File: config.mk
export PLATFORM = sky130hd
export DESIGN_NAME = seq_shift_add_mult
export DESIGN_NICKNAME = d
export VERILOG_FILES = /design/src/rtl/seq_shift_add_mult.sv
export SDC_FILE = /design/constraint.sdc
export NUM_CORES = 1
export LEC_CHECK = 0
export CORE_MARGIN = 2
export CORE_UTILIZATION = 40
export CTS_BUF_LIST = sky130_fd_sc_hd__clkbuf_4 sky130_fd_sc_hd__clkbuf_8 sky130_fd_sc_hd__clkbuf_16
export DETAILED_ROUTE_END_ITERATION = 6
export PLACE_DENSITY = 0.67
export SYNTH_ARGS = -nofsm -noshare
export SYNTH_HDL_FRONTEND = slang
export SYNTH_SLANG_ARGS = --single-unit
File: constraint.sdc
create_clock -name clk -period 2.3 [get_ports clk]
set_input_delay 0.575 -clock clk [delete_from_list [all_inputs] [get_ports clk]]
set_output_delay 0.575 -clock clk [all_outputs]
set_load 0.02 [all_outputs]
File: src/rtl/seq_shift_add_mult.sv
// Sequential shift-add multiplier: one partial-product step per clock with a start/busy/d_end handshake.
// Optional macro MULT_SIGNED_EN: two's-complement operands via magnitude/sign around the unsigned core.
module seq_shift_add_mult #(
  parameter int WIDTH = 8
) (
  input  logic                 clk,
  input  logic                 rst,
  input  logic                 start,
  input  logic [WIDTH-1:0]     b,
  input  logic [WIDTH-1:0]     q,
  output logic                 busy,
  output logic                 d_end,
  output logic [2*WIDTH-1:0]   result
);

  localparam int CW = $clog2(WIDTH);
  localparam logic [CW-1:0] LAST_STEP = CW'(WIDTH - 1);

  typedef enum logic [1:0] {
    S_IDLE = 2'd0,
    S_RUN  = 2'd1,
    S_DONE = 2'd2
  } state_t;

  state_t             state_q, state_d;
  logic [WIDTH-1:0]   a_q, a_d;
  logic [WIDTH-1:0]   q_q, q_d;
  logic [WIDTH-1:0]   b_q, b_d;
  logic               c_q, c_d;
  logic [CW-1:0]      count_q, count_d;
  logic [2*WIDTH-1:0] result_q, result_d;
  logic               busy_q, busy_d;
  logic               d_end_q, d_end_d;
  logic [WIDTH:0]     acc_s;
  logic [2*WIDTH-1:0] prod_s;

`ifdef MULT_SIGNED_EN
  logic sign_q, sign_d;

  // The magnitude is kept unsigned, so 2^(WIDTH-1) (from the most-negative operand) still fits.
  function automatic logic [WIDTH-1:0] abs_val(input logic [WIDTH-1:0] v);
    if (v[WIDTH-1]) begin
      return ~v + {{(WIDTH-1){1'b0}}, 1'b1};
    end else begin
      return v;
    end
  endfunction

  function automatic logic [2*WIDTH-1:0] apply_sign(input logic s, input logic [2*WIDTH-1:0] p);
    if (s) begin
      return ~p + {{(2*WIDTH-1){1'b0}}, 1'b1};
    end else begin
      return p;
    end
  endfunction
`endif

  // Next-state, datapath step and output decode.
  always_comb begin
    state_d  = state_q;
    a_d      = a_q;
    q_d      = q_q;
    b_d      = b_q;
    c_d      = c_q;
    count_d  = count_q;
    result_d = result_q;
`ifdef MULT_SIGNED_EN
    sign_d   = sign_q;
`endif
    acc_s  = {c_q, a_q} + (q_q[0] ? {1'b0, b_q} : {(WIDTH+1){1'b0}});
    prod_s = {acc_s[WIDTH:1], acc_s[0], q_q[WIDTH-1:1]};

    case (state_q)
      S_IDLE, S_DONE: begin
        if (start) begin
          state_d = S_RUN;
          a_d     = {WIDTH{1'b0}};
          c_d     = 1'b0;
          count_d = {CW{1'b0}};
`ifdef MULT_SIGNED_EN
          b_d     = abs_val(b);
          q_d     = abs_val(q);
          sign_d  = b[WIDTH-1] ^ q[WIDTH-1];
`else
          b_d     = b;
          q_d     = q;
`endif
        end else begin
          state_d = S_IDLE;
        end
      end
      S_RUN: begin
        // {C,A,Q} shifted right after the conditional add; C is always cleared.
        a_d     = acc_s[WIDTH:1];
        q_d     = {acc_s[0], q_q[WIDTH-1:1]};
        c_d     = 1'b0;
        count_d = count_q + {{(CW-1){1'b0}}, 1'b1};
        if (count_q == LAST_STEP) begin
          state_d = S_DONE;
`ifdef MULT_SIGNED_EN
          result_d = apply_sign(sign_q, prod_s);
`else
          result_d = prod_s;
`endif
        end else begin
          state_d = S_RUN;
        end
      end
      default: begin
        state_d = S_IDLE;
      end
    endcase

    busy_d  = (state_d == S_RUN);
    d_end_d = (state_d == S_DONE);
  end

  // State, datapath and registered outputs.
  always_ff @(posedge clk or posedge rst) begin
    if (rst) begin
      state_q  <= S_IDLE;
      a_q      <= {WIDTH{1'b0}};
      q_q      <= {WIDTH{1'b0}};
      b_q      <= {WIDTH{1'b0}};
      c_q      <= 1'b0;
      count_q  <= {CW{1'b0}};
      result_q <= {(2*WIDTH){1'b0}};
      busy_q   <= 1'b0;
      d_end_q  <= 1'b0;
`ifdef MULT_SIGNED_EN
      sign_q   <= 1'b0;
`endif
    end else begin
      state_q  <= state_d;
      a_q      <= a_d;
      q_q      <= q_d;
      b_q      <= b_d;
      c_q      <= c_d;
      count_q  <= count_d;
      result_q <= result_d;
      busy_q   <= busy_d;
      d_end_q  <= d_end_d;
`ifdef MULT_SIGNED_EN
      sign_q   <= sign_d;
`endif
    end
  end

  assign busy   = busy_q;
  assign d_end  = d_end_q;
  assign result = result_q;

endmodule

==> impl_metrics.env <==
export IMPL_antenna_found_initial=0
export IMPL_drc=0
export IMPL_synth_area_sq_um=2158
export IMPL_ant_nets=0
export IMPL_power_frac_seq_pct=36.4
export IMPL_leakage_nw=1.240
export IMPL_period_share_pct=92.59
export IMPL_holdWs_ps=479.8
export IMPL_hold_viol=0
export IMPL_clk_path_buf_depth=2
export IMPL_slew_headroom_pct=67.52
export IMPL_slowest_delay_ps=440
export IMPL_clk_latency_ps=290
export IMPL_cts_tree="built"
export IMPL_cp_cell_sequence="and2_1 > ha_1 > fa_1 > a21oi_2 > o211ai_1 > a21oi_2 > xor2_1 > o21ai_0"
export IMPL_synth_flop_cell="dfrtp_1"
export IMPL_wl_mm=4.271
export IMPL_powerDensity_nw_per_um2=1461
export IMPL_worst_setup_path_start_kind="flop"
export IMPL_grt_pass1_vias=1657
export IMPL_synth_avg_cell_area_sq_um=10.74
export IMPL_dp_slack_ps=181.1
export IMPL_cp_common_cell="a21oi_2"
export IMPL_worst_slew_pin_transition_ps=486.6
export IMPL_die_area_sq_um=5999
export IMPL_finClkSkew_ps=12.37
export IMPL_vias=1527
export IMPL_critical_path_class="reg2reg"
export IMPL_crit_required_ps=2470
export IMPL_fin_crit_ps=2130
export IMPL_setup_viol=0
export IMPL_ys_types=31
export IMPL_rsz0062_at_grt="false"
export IMPL_clk_pin_slew_ps=90
export IMPL_cp_end_kind="flop"
export IMPL_yosys_warnings=0
export IMPL_slew_viol_final=0
export IMPL_cp_buffers_inverters=0
export IMPL_via_per_inst=4.863
export IMPL_synth_async_sr_flop_share_pct=100.0
export IMPL_cp_arrival_ps=2300
export IMPL_synth_area_leaders="dfrtp_1, nand2_1, ha_1"
export IMPL_clkPwrFrac_pct=13.1
export IMPL_grt_first_pass_wirelength_mm=7.721
export IMPL_final_cell_mix="dfrtp_1, nand2_1, clkdlybuf4s50_1"
export IMPL_ys_ff_latch=47
export IMPL_power_frac_comb_pct=50.5
export IMPL_h_tree_depth=2
export IMPL_worst_slack_ps=170.4
export IMPL_critPathTopFamily="adder cells"
export IMPL_cts_root_buf="clkbuf_8"
export IMPL_slowest_stage="fa_1"
export IMPL_cts_setup_buffers=0
export IMPL_max_vdd_ir_drop_uv=629.8
export IMPL_start_util_pct=41.73
export IMPL_antenna_cells=0
export IMPL_drtIter0Drc=72
export IMPL_final_util_pct=52.69
export IMPL_drtPass1Iterations=4
export IMPL_ys_seq_area_share_pct=54.49
export IMPL_die_h_um=77.46
export IMPL_yosys_area_top_type="dfrtp_1"
export IMPL_synth_edf_count=0
export IMPL_core_sq_um=5172
export IMPL_drv_cap=0
export IMPL_drive_above_1_share_pct=13.52
export IMPL_status="completed"
export IMPL_hpwl_mm=3.101
export IMPL_critPathMaxFanout=3
export IMPL_rows=26
export IMPL_pin_count=37
export IMPL_numCtsBuffers=5
export IMPL_grt_max_degree=28
export IMPL_clock_sinks=47
export IMPL_syn_nets=231
export IMPL_netlist_instances=201
export IMPL_yosysTopAreaCellShare_pct=54.49
export IMPL_final_common_cell="dfrtp_1"
export IMPL_gp_congestion=0.8723
export IMPL_p_switching_mw=1.550
export IMPL_final_fill_count=467
export IMPL_setup_tns_ps=0
export IMPL_grt_usage_pct=16.13
export IMPL_power_internal_mw=2.432
export IMPL_avgRoutedWirePerCell_um=13.60
export IMPL_portBuffers=36
export IMPL_worstHoldPathType="reg2reg"
export IMPL_die_w_um=77.46
export IMPL_gr_total_overflow=0
export IMPL_switching_share_pct=38.93
export IMPL_timing_fmax_mhz=469.6
export IMPL_area_growth_pct=26.26
export IMPL_finalNetCount=273
-- synth_stat cells (2+ instances only) --
library cell,n
a21oi_1,6
a22o_1,6
a31oi_1,2
and2_1,8
buf_2,3
buf_6,2
clkbuf_1,2
dfrtp_1,47
ha_1,10
inv_1,4
mux2_2,11
nand2_1,42
nand2b_1,2
nor2_1,17
o211ai_1,2
o21ai_0,13
o22ai_1,6
xnor2_1,2
xor2_1,4
-- path summary, 6_finish.rpt --
check / from / end / slack (ps) / cells after the start
worst min-delay path: b_q[0] / b_q[0] / 480 / 2
min in group asynchronous: rst / result[9] / 620 / 2
worst min register to register: b_q[0] / b_q[0] / 480 / 2
worst max register to register: b_q[0] / result[13] / 170 / 8
max in group asynchronous: rst / result[15] / 1190 / 3
worst max-delay path: b_q[0] / result[13] / 170 / 8
-- area by class of cell --
type	instances	area, sq um	area share, %
inverters	4	15.01	0.5510
clock buffers	6	82.58	3.030
clock inverters	2	16.27	0.5969
repair buffers	42	417.9	15.34
well taps	70	87.58	3.214
flip-flops and latches	47	1176	43.16
multi-input cells	143	929.6	34.11
-- cells by family after synthesis --
group                    after synthesis  synth area share (%)
AO/OA/AOI/OAI                         39                 11.48
multiplexers                          12                 6.435
adder cells (fa/ha/maj)               11                 6.725
buffers and inverters                 11                 2.782
AND/OR/NAND/NOR                       75                 15.65
flip-flops                            47                 54.49
XOR/XNOR                               6                 2.435
-- registers in the layout (all words and copies together), names as in the netlist --
name / count
b_q: 8
result: 16
q_q: 8
state_q: 2
a_q: 8
d_end: 1
count_q: 3
busy: 1
-- timing repair --
item / 4_1_cts / 5_1_grt
resized for setup: 0 / 2
hold buffers: 0 / 0
setup endpoints to repair: 0 / 3
endpoints found under the hold margin: 0 / 0
-- power by group through the flow --
| stage | combinational, mW | sequential, mW | clock, mW |
|---|---|---|---|
| floorplan | 1.21 | 1.60 | 0 |
| CTS | 2.02 | 1.45 | 0.535 |
| detailed placement | 2.02 | 1.46 | 0 |
| global placement | 1.98 | 1.46 | 0 |
| finish | 2.01 | 1.45 | 0.522 |
| global route | 2.28 | 1.50 | 0.577 |
-- worst reg2reg max path: stages, from the launching register on --
cell and delay [ps]:
dfrtp_1 380, and2_1 150, ha_1 220, fa_1 440, a21oi_2 180, o211ai_1 150
a21oi_2 200, xor2_1 170, o21ai_0 110
-- per-layer routing --
layer | part of all wire [%] | track usage, %
met1 | 48 | 21.44
met2 | 49 | 27.22
met3 | 3.0 | 3.605
met4 | 0.35 | 3.214
met5 | 0 | 0
-- per-stage QoR --
stage	instance area (sq um)	cells	power (mW)
floorplan	2158	201	2.811
global placement	2619	306	3.434
detailed placement	2619	306	3.480
CTS	2718	314	4.012
global route	2725	314	4.355
finish	2725	314	3.982
Note: power is estimated with default switching activity, not from simulation.
